--- config.mk ---
export PLATFORM = sky130hd
export DESIGN_NAME = uart_cmd_parser_flat
export DESIGN_NICKNAME = d
export VERILOG_FILES = /design/src/rtl/uart_cmd_parser_if.sv /design/src/rtl/uart_cmd_parser.sv /design/src/flat_wrapper.sv
export SDC_FILE = /design/constraint.sdc
export NUM_CORES = 1
export LEC_CHECK = 0
export BUFFER_PORTS_ARGS = -buffer_cell sky130_fd_sc_hd__buf_4
export CORE_MARGIN = 2
export CORE_UTILIZATION = 45
export DETAILED_ROUTE_END_ITERATION = 8
export GPL_TIMING_DRIVEN = 1
export PLACE_DENSITY = 0.67
export SETUP_SLACK_MARGIN = 0.02
export SLEW_MARGIN = 15
export SYNTH_ARGS = -nofsm -noshare
export SYNTH_HDL_FRONTEND = slang
export SYNTH_SLANG_ARGS = --single-unit
--- constraint.sdc ---
create_clock -name clk -period 2.2 [get_ports clk]
set_input_delay 0.33 -clock clk [delete_from_list [all_inputs] [get_ports clk]]
set_output_delay 0.33 -clock clk [all_outputs]
set_load 0.02 [all_outputs]
--- src/rtl/uart_cmd_parser_if.sv ---
// Byte-stream input and command/error output bundle for uart_cmd_parser.
// slave = parser side, master = upstream UART / downstream consumer side.
interface uart_cmd_parser_if #(
    parameter int unsigned DP_WIDTH = 16
);
    logic [7:0]          i_rx_data;
    logic                i_rx_valid;
    logic                o_cmd_valid;
    logic                i_cmd_ready;
    logic                o_cmd_wr;
    logic [1:0]          o_cmd_meta;
    logic [DP_WIDTH-1:0] o_cmd_data;
    logic                o_err;
    logic [1:0]          o_err_code;

    modport slave (
        input  i_rx_data, i_rx_valid, i_cmd_ready,
        output o_cmd_valid, o_cmd_wr, o_cmd_meta, o_cmd_data, o_err, o_err_code
    );

    modport master (
        output i_rx_data, i_rx_valid, i_cmd_ready,
        input  o_cmd_valid, o_cmd_wr, o_cmd_meta, o_cmd_data, o_err, o_err_code
    );
endinterface

--- src/rtl/uart_cmd_parser.sv ---
// ASCII command-line parser: "W<m>:<hex x NUM_NIB><CR|LF>" and "R<m><CR|LF>"
// delivered one at a time over valid/ready, with single-cycle error pulses.
module uart_cmd_parser #(
    parameter int unsigned DP_WIDTH = 16
) (
    input  logic                clk,
    input  logic                rst,
    uart_cmd_parser_if.slave    bus
);
    localparam int unsigned NUM_NIB = DP_WIDTH / 4;
    localparam int unsigned NIB_W   = $clog2(NUM_NIB + 1);

    localparam logic [1:0] ERR_BAD_CHAR = 2'd1;
    localparam logic [1:0] ERR_OVERRUN  = 2'd2;
    localparam logic [1:0] ERR_SHORT    = 2'd3;

    typedef enum logic [2:0] {
        IDLE, META, COLON, DATA, TERM, HOLD, FLUSH
    } state_t;

    state_t              state_q, state_d;
    logic                wr_q, wr_d;
    logic [1:0]          meta_q, meta_d;
    logic [DP_WIDTH-1:0] data_q, data_d;
    logic [NIB_W-1:0]    nib_q, nib_d;
    logic                valid_q, valid_d;
    logic                err_q, err_d;
    logic [1:0]          err_code_q, err_code_d;

    logic [7:0] rx_b;
    logic       rx_term, rx_space, rx_w, rx_r, rx_colon, rx_meta, rx_hex;
    logic [3:0] rx_nib;
    logic       take_idle;

    always_comb begin
        rx_b     = bus.i_rx_data;
        rx_term  = (rx_b == 8'h0D) || (rx_b == 8'h0A);
        rx_space = (rx_b == 8'h20);
        rx_w     = (rx_b == 8'h57) || (rx_b == 8'h77);
        rx_r     = (rx_b == 8'h52) || (rx_b == 8'h72);
        rx_colon = (rx_b == 8'h3A);
        rx_meta  = (rx_b[7:2] == 6'b001100);
        rx_hex   = 1'b0;
        rx_nib   = '0;
        if (rx_b >= 8'h30 && rx_b <= 8'h39) begin
            rx_hex = 1'b1;
            rx_nib = rx_b[3:0];
        end else if ((rx_b >= 8'h41 && rx_b <= 8'h46) || (rx_b >= 8'h61 && rx_b <= 8'h66)) begin
            // 'A'/'a' have low nibble 1, so +9 yields 10
            rx_hex = 1'b1;
            rx_nib = rx_b[3:0] + 4'd9;
        end
    end

    always_comb begin
        state_d    = state_q;
        wr_d       = wr_q;
        meta_d     = meta_q;
        data_d     = data_q;
        nib_d      = nib_q;
        valid_d    = valid_q;
        err_d      = 1'b0;
        err_code_d = err_code_q;
        take_idle  = 1'b0;

        if (state_q == HOLD && bus.i_cmd_ready) begin
            valid_d = 1'b0;
            state_d = IDLE;
        end

        if (bus.i_rx_valid) begin
            unique case (state_q)
                IDLE: take_idle = 1'b1;
                HOLD: begin
                    if (bus.i_cmd_ready) begin
                        take_idle = 1'b1;
                    end else begin
                        err_d      = 1'b1;
                        err_code_d = ERR_OVERRUN;
                    end
                end
                META: begin
                    if (rx_term) begin
                        err_d = 1'b1; err_code_d = ERR_SHORT; state_d = IDLE;
                    end else if (rx_meta) begin
                        meta_d  = rx_b[1:0];
                        state_d = wr_q ? COLON : TERM;
                    end else begin
                        err_d = 1'b1; err_code_d = ERR_BAD_CHAR; state_d = FLUSH;
                    end
                end
                COLON: begin
                    if (rx_term) begin
                        err_d = 1'b1; err_code_d = ERR_SHORT; state_d = IDLE;
                    end else if (rx_colon) begin
                        data_d  = '0;
                        nib_d   = '0;
                        state_d = DATA;
                    end else begin
                        err_d = 1'b1; err_code_d = ERR_BAD_CHAR; state_d = FLUSH;
                    end
                end
                DATA: begin
                    if (rx_term) begin
                        err_d = 1'b1; err_code_d = ERR_SHORT; state_d = IDLE;
                    end else if (rx_hex) begin
                        data_d = (data_q << 4) | DP_WIDTH'(rx_nib);
                        nib_d  = nib_q + 1'b1;
                        if (nib_q == NIB_W'(NUM_NIB - 1)) state_d = TERM;
                    end else begin
                        err_d = 1'b1; err_code_d = ERR_BAD_CHAR; state_d = FLUSH;
                    end
                end
                TERM: begin
                    if (rx_term) begin
                        valid_d = 1'b1;
                        state_d = HOLD;
                    end else begin
                        err_d = 1'b1; err_code_d = ERR_BAD_CHAR; state_d = FLUSH;
                    end
                end
                FLUSH: if (rx_term) state_d = IDLE;
                default: state_d = IDLE;
            endcase

            // A byte landing in the accept cycle of HOLD is parsed as if in IDLE
            if (take_idle) begin
                if (rx_w || rx_r) begin
                    wr_d    = rx_w;
                    data_d  = '0;
                    state_d = META;
                end else if (rx_term || rx_space) begin
                    state_d = IDLE;
                end else begin
                    err_d = 1'b1; err_code_d = ERR_BAD_CHAR; state_d = FLUSH;
                end
            end
        end
    end

    always_ff @(posedge clk) begin
        if (!rst) begin
            state_q    <= IDLE;
            wr_q       <= 1'b0;
            meta_q     <= '0;
            data_q     <= '0;
            nib_q      <= '0;
            valid_q    <= 1'b0;
            err_q      <= 1'b0;
            err_code_q <= '0;
        end else begin
            state_q    <= state_d;
            wr_q       <= wr_d;
            meta_q     <= meta_d;
            data_q     <= data_d;
            nib_q      <= nib_d;
            valid_q    <= valid_d;
            err_q      <= err_d;
            err_code_q <= err_code_d;
        end
    end

    assign bus.o_cmd_valid = valid_q;
    assign bus.o_cmd_wr    = wr_q;
    assign bus.o_cmd_meta  = meta_q;
    assign bus.o_cmd_data  = data_q;
    assign bus.o_err       = err_q;
    assign bus.o_err_code  = err_code_q;
endmodule
--- src/flat_wrapper.sv ---
// flat-port wrapper written by rule: the top's interface ports become plain ports
module uart_cmd_parser_flat 
#(
    parameter int unsigned DP_WIDTH = 16
)
  (clk, rst, bus_i_rx_data, bus_i_rx_valid, bus_i_cmd_ready, bus_o_cmd_valid, bus_o_cmd_wr, bus_o_cmd_meta, bus_o_cmd_data, bus_o_err, bus_o_err_code);
  uart_cmd_parser_if #(.DP_WIDTH(DP_WIDTH)) bus_i ();
  input  logic clk;
  input  logic rst;
  input wire logic [$bits(bus_i.i_rx_data)-1:0] bus_i_rx_data;
  input wire logic [$bits(bus_i.i_rx_valid)-1:0] bus_i_rx_valid;
  input wire logic [$bits(bus_i.i_cmd_ready)-1:0] bus_i_cmd_ready;
  output wire logic [$bits(bus_i.o_cmd_valid)-1:0] bus_o_cmd_valid;
  output wire logic [$bits(bus_i.o_cmd_wr)-1:0] bus_o_cmd_wr;
  output wire logic [$bits(bus_i.o_cmd_meta)-1:0] bus_o_cmd_meta;
  output wire logic [$bits(bus_i.o_cmd_data)-1:0] bus_o_cmd_data;
  output wire logic [$bits(bus_i.o_err)-1:0] bus_o_err;
  output wire logic [$bits(bus_i.o_err_code)-1:0] bus_o_err_code;
  assign bus_i.i_rx_data = bus_i_rx_data;
  assign bus_i.i_rx_valid = bus_i_rx_valid;
  assign bus_i.i_cmd_ready = bus_i_cmd_ready;
  assign bus_o_cmd_valid = bus_i.o_cmd_valid;
  assign bus_o_cmd_wr = bus_i.o_cmd_wr;
  assign bus_o_cmd_meta = bus_i.o_cmd_meta;
  assign bus_o_cmd_data = bus_i.o_cmd_data;
  assign bus_o_err = bus_i.o_err;
  assign bus_o_err_code = bus_i.o_err_code;
  uart_cmd_parser #(.DP_WIDTH(DP_WIDTH)) u_core (.clk(clk), .rst(rst), .bus(bus_i));
endmodule
# == Yosys cells after proc, flatten, opt, wreduce, memory -nomap -nowiden ==
# Cells that the tools add are included.
# classes
addsub,2
order_cmp,6
eq_ne,20
n_mux,63
n_bitwise,2
reduce_logical,17
# ops
op,n
$mux 16,6
$mux 3,18
$eq 8x7->1 const B,4
$pmux 16 s2,1
$mux 2,12
$mux 1,19
$pmux 3 s6,1
$eq 8x4->1 const B,2
$eq 8x6->1 const B,2
$ge 8x7->1 const B,2
$le 8x7->1 const B,2
$or 16x4->16,1
$pmux 2 s5,1
$eq 3x2->1 const B,3
$eq 3x3->1 const B,3
$ge 8x6->1 const B,1
$le 8x6->1 const B,1
$mux 4,2
$eq 6x4->1 const B,1
$logic_or 1x1->1,6
$pmux 3 s2,1
$reduce_and 6->1,1
$pmux 1 s5,1
$add 4x4->4 const B,1
other kinds (13),18
# totals
reg_bits,29
in_bits,12
output_inout_bits,23
word_cells,118

# == Depth between registers and ports, before layout ==
# Gate-level depths: netlist (run 1).
# depth
ltp_word,11
depth_mapped,8
depth_no_buf,7

# == Worst setup path after synthesis (run 1) ==
# No wires, ideal clock.
# synth_timing
kind,input port to flip-flop
startpoint,input port bus_i_rx_data[0]
endpoint,register u_core.data_q[12] (netlist: u_core.bus.o_cmd_data[12])
setup_ns,0.059
arrival_time_ns,1.911
required_ns,2.141
path_slack_ns,0.230
path_stages,8
n_path_buf,1
path_cell_list,inv_1 > ha_1 > o21ba_2 > o21a_1 > a211oi_1 > o21ba_2 > buf_4 > a22o_1
# synth_between
elab_chain_cells,10
word_cells_on_any_way,30
classes_between,order compare: 6; eq/ne: 7; mux: 9; reduce/logical: 8
# synth_lines
item,line_no,source
start: declaration,flat_wrapper.sv:10,input wire logic [$bits(bus_i.i_rx_data)-1:0] bus_i_rx_data;
$ge 8x7->1 or $le 8x7->1 (tied branches),uart_cmd_parser.sv:48,end else if ((rx_b >= 8'h41 && rx_b <= 8'h46) || (rx_b >= 8'h61 && rx_b <= 8'h66)) begin
$logic_and 1x1->1,uart_cmd_parser.sv:48,
$logic_or 1x1->1,uart_cmd_parser.sv:48,
$mux 1,uart_cmd_parser.sv:48,
$mux 1,uart_cmd_parser.sv:45,if (rx_b >= 8'h30 && rx_b <= 8'h39) begin
$mux 16,uart_cmd_parser.sv:106,end else if (rx_hex) begin
$mux 16,uart_cmd_parser.sv:104,if (rx_term) begin
$pmux 16 s2,uart_cmd_parser.sv:72,unique case (state_q)
$mux 16,uart_cmd_parser.sv:128,if (rx_w || rx_r) begin
$mux 16 (*),uart_cmd_parser.sv:127,if (take_idle) begin
end signal: assignment,uart_cmd_parser.sv:155,data_q <= data_d;
end: declaration,uart_cmd_parser.sv:24,"logic [DP_WIDTH-1:0] data_q, data_d;"
# Every way passes the cells marked *; elsewhere a longest branch is shown, timed or not.
# A chain may end at the register's enable or synchronous reset.

# == Final worst setup path (run 1) ==
# layout_timing
startpoint,register u_core.state_q[0]
endpoint,register u_core.data_q[14] (netlist: u_core.bus.o_cmd_data[14])
# layout_between
elab_chain_cells,4
word_cells_on_any_way,9
classes_between,eq/ne: 3; mux: 5; reduce/logical: 1
# layout_lines
item,line_no,source
start: declaration,uart_cmd_parser.sv:21,"state_t state_q, state_d;"
start signal: assignment,uart_cmd_parser.sv:152,state_q <= state_d;
"$eq 3x2->1, or another cell as far along",uart_cmd_parser.sv:72,
$pmux 16 s2 or $pmux 1 s2 (tied branches),uart_cmd_parser.sv:72,
$mux 16 or $mux 1 (tied branches),"uart_cmd_parser.sv:128, uart_cmd_parser.sv:71",
$mux 16 (*),uart_cmd_parser.sv:127,
# Every way passes the cells marked *; elsewhere a longest branch is shown, timed or not. The select of a mux whose other input is x is not followed.

==> run_results.csv, run 1 <==
group,metric,value,unit
synth,synth-edff-count,0,
sta,period_needed,2.01,ns
sta,hold_violations,0,
floorplan,core,0.00400,mm²
worst_setup_path,worstSetupEndpointType,"flop",
synth,synth_most_common_cell,"dfxtp_1",
route,vias_per_cell,5.89,
synth,yosysWarnings,0,
power,finalPower,0.00163,W
route,dr.pass1.iters,4,
power,cellPowerDensity,662,mW/mm²
global_routing,grt_remaining_overflow,0,
sta,final_max_slew_viol_count,0,
sta,worstMarginPinSlew,0.528,ns
floorplan,die_h,68.5,µm
cts,cts_inserted_buffers,5,
floorplan,num_rows,23,
floorplan,start_util,0.469,
worst_setup_path,cp-start-kind,"flop",
final_layout,antenna_cells,0,
flow_run,drv_cap,0,
route,wl,5080,µm
floorplan,die_w,68.5,µm
synth,synth_top_area_frac,0.310,
worst_setup_path,crit_arrival,2.24,ns
synth,netlist_instances,228,
place,hpwl,3790,µm
cts,cts_buffer_depth,2,
final_layout,syn_to_final_growth,31.3,%
cts,htree_levels,2,
global_routing,grt_pass1_wl,8070,µm
synth,ys_async_sr_fraction,0,
worst_setup_path,rr_worst_depth,5,
cts,cts_num_sinks,29,
sta,clock-skew-final,0.00427,ns
route,vias,1972,
power,peakVddDrop,0.575,mV
power,pwr-share-comb,0.283,
worst_setup_path,r2r-start,"u_core.state_q[0]",
place,gp_congestion,0.902,
power,clockPowerShare,0.360,
worst_hold_path,hp-start,"bus_i_rx_valid",
power,p_sw,0.000513,W
synth,synth-seq-cells,29,
global_routing,antenna_found_initial,0,
cts,insertion_delay,0.29,ns
cts,cts_tree,"built",
worst_hold_path,min_to,"u_core.bus.o_cmd_valid",
synth,syn_area,0.00187,mm²
synth,synth_area_leaders,"dfxtp_1 (31%), nand2_1 (5.0%), ha_1 (4.7%)",
route,drc_errors,0,
synth,netlist_top_cells_count,"dfxtp_1 (29), nand2_1 (25), o21ai_0 (15)",
place,portBuffers,34,
final_layout,fin_nets,303,
sta,max_freq,497,MHz
route,ant_nets,0,
global_routing,grt_max_degree,23,
route,routedWlPerCell,15.2,µm
power,seq_power_share,0.356,
worst_setup_path,worstSetupPathType,"flop to flop",
route,dr.first_iter.drc_count,176,
synth,synth_area_per_cell,8.22,µm²
cts,cts_root_buf,"clkbuf_8",
synth,ys_seq_area_frac,0.310,
synth,synthesis.nets,247,
status,status,"complete, no violations",
worst_setup_path,required,2.43,ns
power,switching_share,0.315,
sta,final.period_utilization,0.914,
synth,yosys.area.top_type,"dfxtp_1",
synth,synth_cell_types,56,
cts,clk_pin_slew_worst_paths,0.07,ns
sta,setup_viol_count_final,0,
synth,synth_flop_cell,"dfxtp_1",
global_routing,grt_pass1_vias,1720,
sta,maxSlewHeadroom,0.648,
sta,grt_setup_unrepaired,"no",
worst_hold_path,hold_depth,3,
power,power.internal,0.00112,W
floorplan,die_area,0.00470,mm²
worst_hold_path,hold_path.class,"input pin to flop",
floorplan,io_pins,35,
worst_setup_path,worstReg2RegEnd,"u_core.bus.o_cmd_data[14]",
worst_setup_path,regToRegSetupSlack,0.19,ns
final_layout,fin_util,0.615,
power,power_leakage,1.00,nW
global_routing,grt_usage,0.231,
cts,postCtsSetupBuffers,0,
worst_setup_path,crit_path_max_fanout,16,
final_layout,drive_above_1_share,0.274,
registers in the layout (all words and copies together), names as in the netlist:
name and flops:
u_core.bus.o_cmd_meta 2, u_core.state_q 3, u_core.bus.o_cmd_data 16, u_core.bus.o_cmd_wr 1, u_core.bus.o_err 1, u_core.bus.o_err_code 2, u_core.bus.o_cmd_valid 1, u_core.nib_q 3
power by group through the flow:
stage | clock [W] | combinational (W) | sequential [W]
2_1_floorplan | 0 | 0.000275 | 0.000600
3_3_place_gp | 0 | 0.000451 | 0.000591
3_5_place_dp | 0 | 0.000449 | 0.000591
4_1_cts | 0.000595 | 0.000453 | 0.000579
5_1_grt | 0.000615 | 0.000504 | 0.000583
6_report | 0.000587 | 0.000461 | 0.000580
layout make-up:
cell class,instances,area (µm²)
Sequential cell,29,581
Inverter,8,30.0
Fill cell,374,1540
Clock inverter,2,37.5
Timing Repair Buffer,59,443
Tap cell,50,62.6
Clock buffer,6,82.6
Multi-Input combinational cell,181,1220
critical path, cell delays in order, from the launching register on:
cell and delay [ns]:
dfxtp_1 0.65, nor2_1 0.15, o21ai_0 0.41, o21ai_0 0.18, o21ba_2 0.39, a22o_1 0.17
worst max-delay path by stage:
stage	from	endpoint	slack, ns	cells past startpoint
after floorplan	bus_i_rx_data[0]	u_core.bus.o_cmd_data[12]	0.23	8
after global placement	bus_i_rx_data[0]	u_core.bus.o_cmd_data[2]	-0.05	8
after detailed placement	bus_i_rx_data[0]	u_core.bus.o_cmd_data[2]	-0.05	8
after CTS	bus_i_rx_data[0]	u_core.bus.o_cmd_data[2]	0.20	8
after global routing	bus_i_rx_data[0]	u_core.bus.o_cmd_data[14]	0.06	9
final	u_core.state_q[0]	u_core.bus.o_cmd_data[14]	0.19	5
layout by cell type (no fill, tap or decap), drive strengths merged, types with 7 or more instances in the layout:
cell type	synthesis	routed
buf	3	59
nand2	25	25
nand3	7	7
inv	8	8
dfxtp	29	29
o2bb2ai	8	8
o21ai	15	15
ha	7	7
a21oi	8	8
nor2	15	15
cell families (layout without fill, tap and decap cells):
family	after synthesis	after routing	synth area share
AOI/OAI and AO/OA	76	76	0.302
adders and majority gates	7	7	0.0467
buffers and inverters	18	75	0.0394
DFF	29	29	0.310
muxes	6	6	0.0327
and+or+nand+nor	92	92	0.270
per-stage QoR:
stage	cells	worst slack [ns]	hold slack [ns]	TNS, ns	area [µm²]
final	335	0.189	0.391	0	2460
after global routing	335	0.0553	0.418	0	2460
after CTS	335	0.196	0.385	0	2460
after detailed placement	327	-0.0453	0.449	-0.431	2340
after global placement	327	-0.0494	0.447	-0.384	2340
after floorplan	228	0.230	0.435	0	1870
repair_timing:
action / CTS / global route
resized for setup: 0 / 1
hold buffers: 0 / 0
endpoints found under the setup margin: 0 / 2
metal layers:
layer | vias to the layer above | GRT usage | share of wire
met1 | 911 | 0.304 | 0.47
met4 | 0 | 0.0850 | 0.024
met3 | 13 | 0.0568 | 0.057
li1 | 981 | - | -
met2 | 67 | 0.364 | 0.45
met5 | - | 0 | 0
No activity file was read; power rests on OpenSTA's default activity.
==> run 2: changes to the inputs <==
--- a/config.mk
+++ b/config.mk
@@ -6,7 +6,8 @@
 export NUM_CORES = 1
 export LEC_CHECK = 0
 export BUFFER_PORTS_ARGS = -buffer_cell sky130_fd_sc_hd__buf_4
-export CORE_MARGIN = 2
+export CORE_ASPECT_RATIO = 0.7
+export CORE_MARGIN = 4
 export CORE_UTILIZATION = 45
 export DETAILED_ROUTE_END_ITERATION = 8
 export GPL_TIMING_DRIVEN = 1
==> run 2 against run 1 <==
  * Cell count unchanged
  * Core utilization decreased by 0.29 points
  * Wire length up 6.3%
  * Clock skew is 0.0047 ns higher
==> run_results.csv, run 2 (same netlist as run 1, synthesis figures left out) <==
group,metric,value,unit
cts,cts_buffer_depth,2,
worst_setup_path,cp-start-kind,"input pin",
final_layout,fin_util,0.612,
route,dr.first_iter.drc_count,220,
global_routing,grt_remaining_overflow,0,
floorplan,start_util,0.472,
sta,period_needed,2.06,ns
route,drc_errors,0,
global_routing,grt_pass1_wl,8560,µm
floorplan,die_w,85.1,µm
sta,hold_violations,0,
place,pre_cts_slack,-0.115,ns
route,routedWlPerCell,16.1,µm
power,cellPowerDensity,636,mW/mm²
floorplan,die_h,62.0,µm
worst_setup_path,required,2.39,ns
global_routing,grt_usage,0.209,
cts,insertion_delay,0.29,ns
cts,htree_levels,2,
worst_setup_path,rr_worst_depth,5,
final_layout,layout_commonest_cell,"buf_4",
floorplan,core,0.00397,mm²
power,finalPower,0.00154,W
cts,cts_root_buf,"clkbuf_8",
flow_run,drv_cap,0,
worst_hold_path,hold_path.class,"input pin to flop",
worst_setup_path,worstSetupEndpointType,"flop",
final_layout,fillers,335,
place,place_area,0.00232,mm²
worst_setup_path,worstSetupPathType,"input pin to flop",
final_layout,mostFrequentLayoutCells,"buf_4 (57), dfxtp_1 (29), nand2_1 (25)",
route,dr.pass1.iters,5,
status,status,"complete, no violations",
cts,postCtsHoldBufs,0,
power,peakVddDrop,0.406,mV
place,gp_congestion,0.992,
final_layout,design_area,0.00243,mm²
route,ant_nets,0,
worst_setup_path,crit_path_max_fanout,7,
sta,fin_ws,0.136,ns
sta,final.period_utilization,0.938,
sta,maxSlewHeadroom,0.520,
floorplan,num_rows,19,
power,power_leakage,0.993,nW
sta,final_max_slew_viol_count,0,
cts,clk_pin_slew_worst_paths,0.07,ns
place,hpwl,3940,µm
final_layout,drive_above_1_share,0.269,
place,place_inst,327,
sta,grt_setup_unrepaired,"no",
cts,cts_tree,"built",
sta,setup_viol_count_final,0,
final_layout,syn_to_final_growth,29.7,%
floorplan,die_area,0.00528,mm²
floorplan,io_pins,35,
final_layout,antenna_cells,0,
worst_setup_path,crit_arrival,2.26,ns
cts,cts_inserted_buffers,5,
place,portBuffers,34,
route,vias,2005,
worst_hold_path,hold_depth,3,
sta,clock-skew-final,0.00897,ns
sta,worstMarginPinSlew,0.715,ns
route,vias_per_cell,5.99,
final_layout,fin_cells,335,
global_routing,antenna_found_initial,0,
global_routing,grt_pass1_vias,1829,
final_layout,largest_reg_flops,16,
route,wl,5400,µm
final_layout,fin_nets,301,
sta,max_freq,484,MHz
cts,cts_num_sinks,29,
global_routing,grt_max_degree,23,
run 2: stage by stage:
| step | TNS, ns | hold WS [ns] |
|---|---|---|
| finish | 0 | 0.385 |
| global placement | -0.926 | 0.449 |
| floorplan | 0 | 0.435 |
| detailed placement | -1.16 | 0.453 |
| CTS | 0 | 0.386 |
| global route | 0 | 0.409 |
run 2: path summary, 6_finish.rpt:
| check | endpoint | startpoint | slack (ns) |
|---|---|---|---|
| worst max-delay path | u_core.bus.o_cmd_data[2] | bus_i_rx_data[0] | 0.14 |
| worst min-delay path | u_core.bus.o_cmd_valid | bus_i_rx_valid | 0.38 |
| worst max register to register | u_core.bus.o_cmd_data[2] | u_core.state_q[2] | 0.18 |
| worst min register to register | u_core.bus.o_cmd_data[15] | u_core.bus.o_cmd_data[15] | 0.47 |
run 2: power by group:
group	total, W	leakage [nW]	internal (W)	switching (W)
clock	0.000495	0.0542	0.000282	0.000213
sequential	0.000586	0.235	0.000553	0.0000322
combinational	0.000464	0.704	0.000192	0.000273
run 2: worst max-delay path, stage by stage:
cell      delay [ns]
buf_4           0.10
inv_1           0.06
ha_1            0.21
o21ba_2         0.23
o21a_1          0.18
a211oi_1        0.61
nor2_2          0.22
o32ai_1         0.31
run 2: final cells by class:
cell class,count,area [µm²],share of cell area
clock buffers,7,96.3,0.0396
clock inverters,1,5.00,0.00206
repair buffers,57,428,0.176
well taps,52,65.1,0.0268
inverters,8,30.0,0.0124
flip-flops and latches,29,581,0.239
multi-input cells,181,1230,0.504
run 2: per-layer routing:
metal / vias to the layer above / wire length, µm / GRT usage
li1: 972 / - / -
met1: 917 / 2580 / 0.288
met2: 102 / 2220 / 0.306
met3: 14 / 502 / 0.0632
met4: 0 / 103 / 0.0880
met5: - / 0 / 0
run 2: repair_timing:
item                                    CTS  global route
endpoints found under the setup margin    0             5
endpoints found under the hold margin     0             0
resized for setup                         0             1
buffers inserted                          0             0
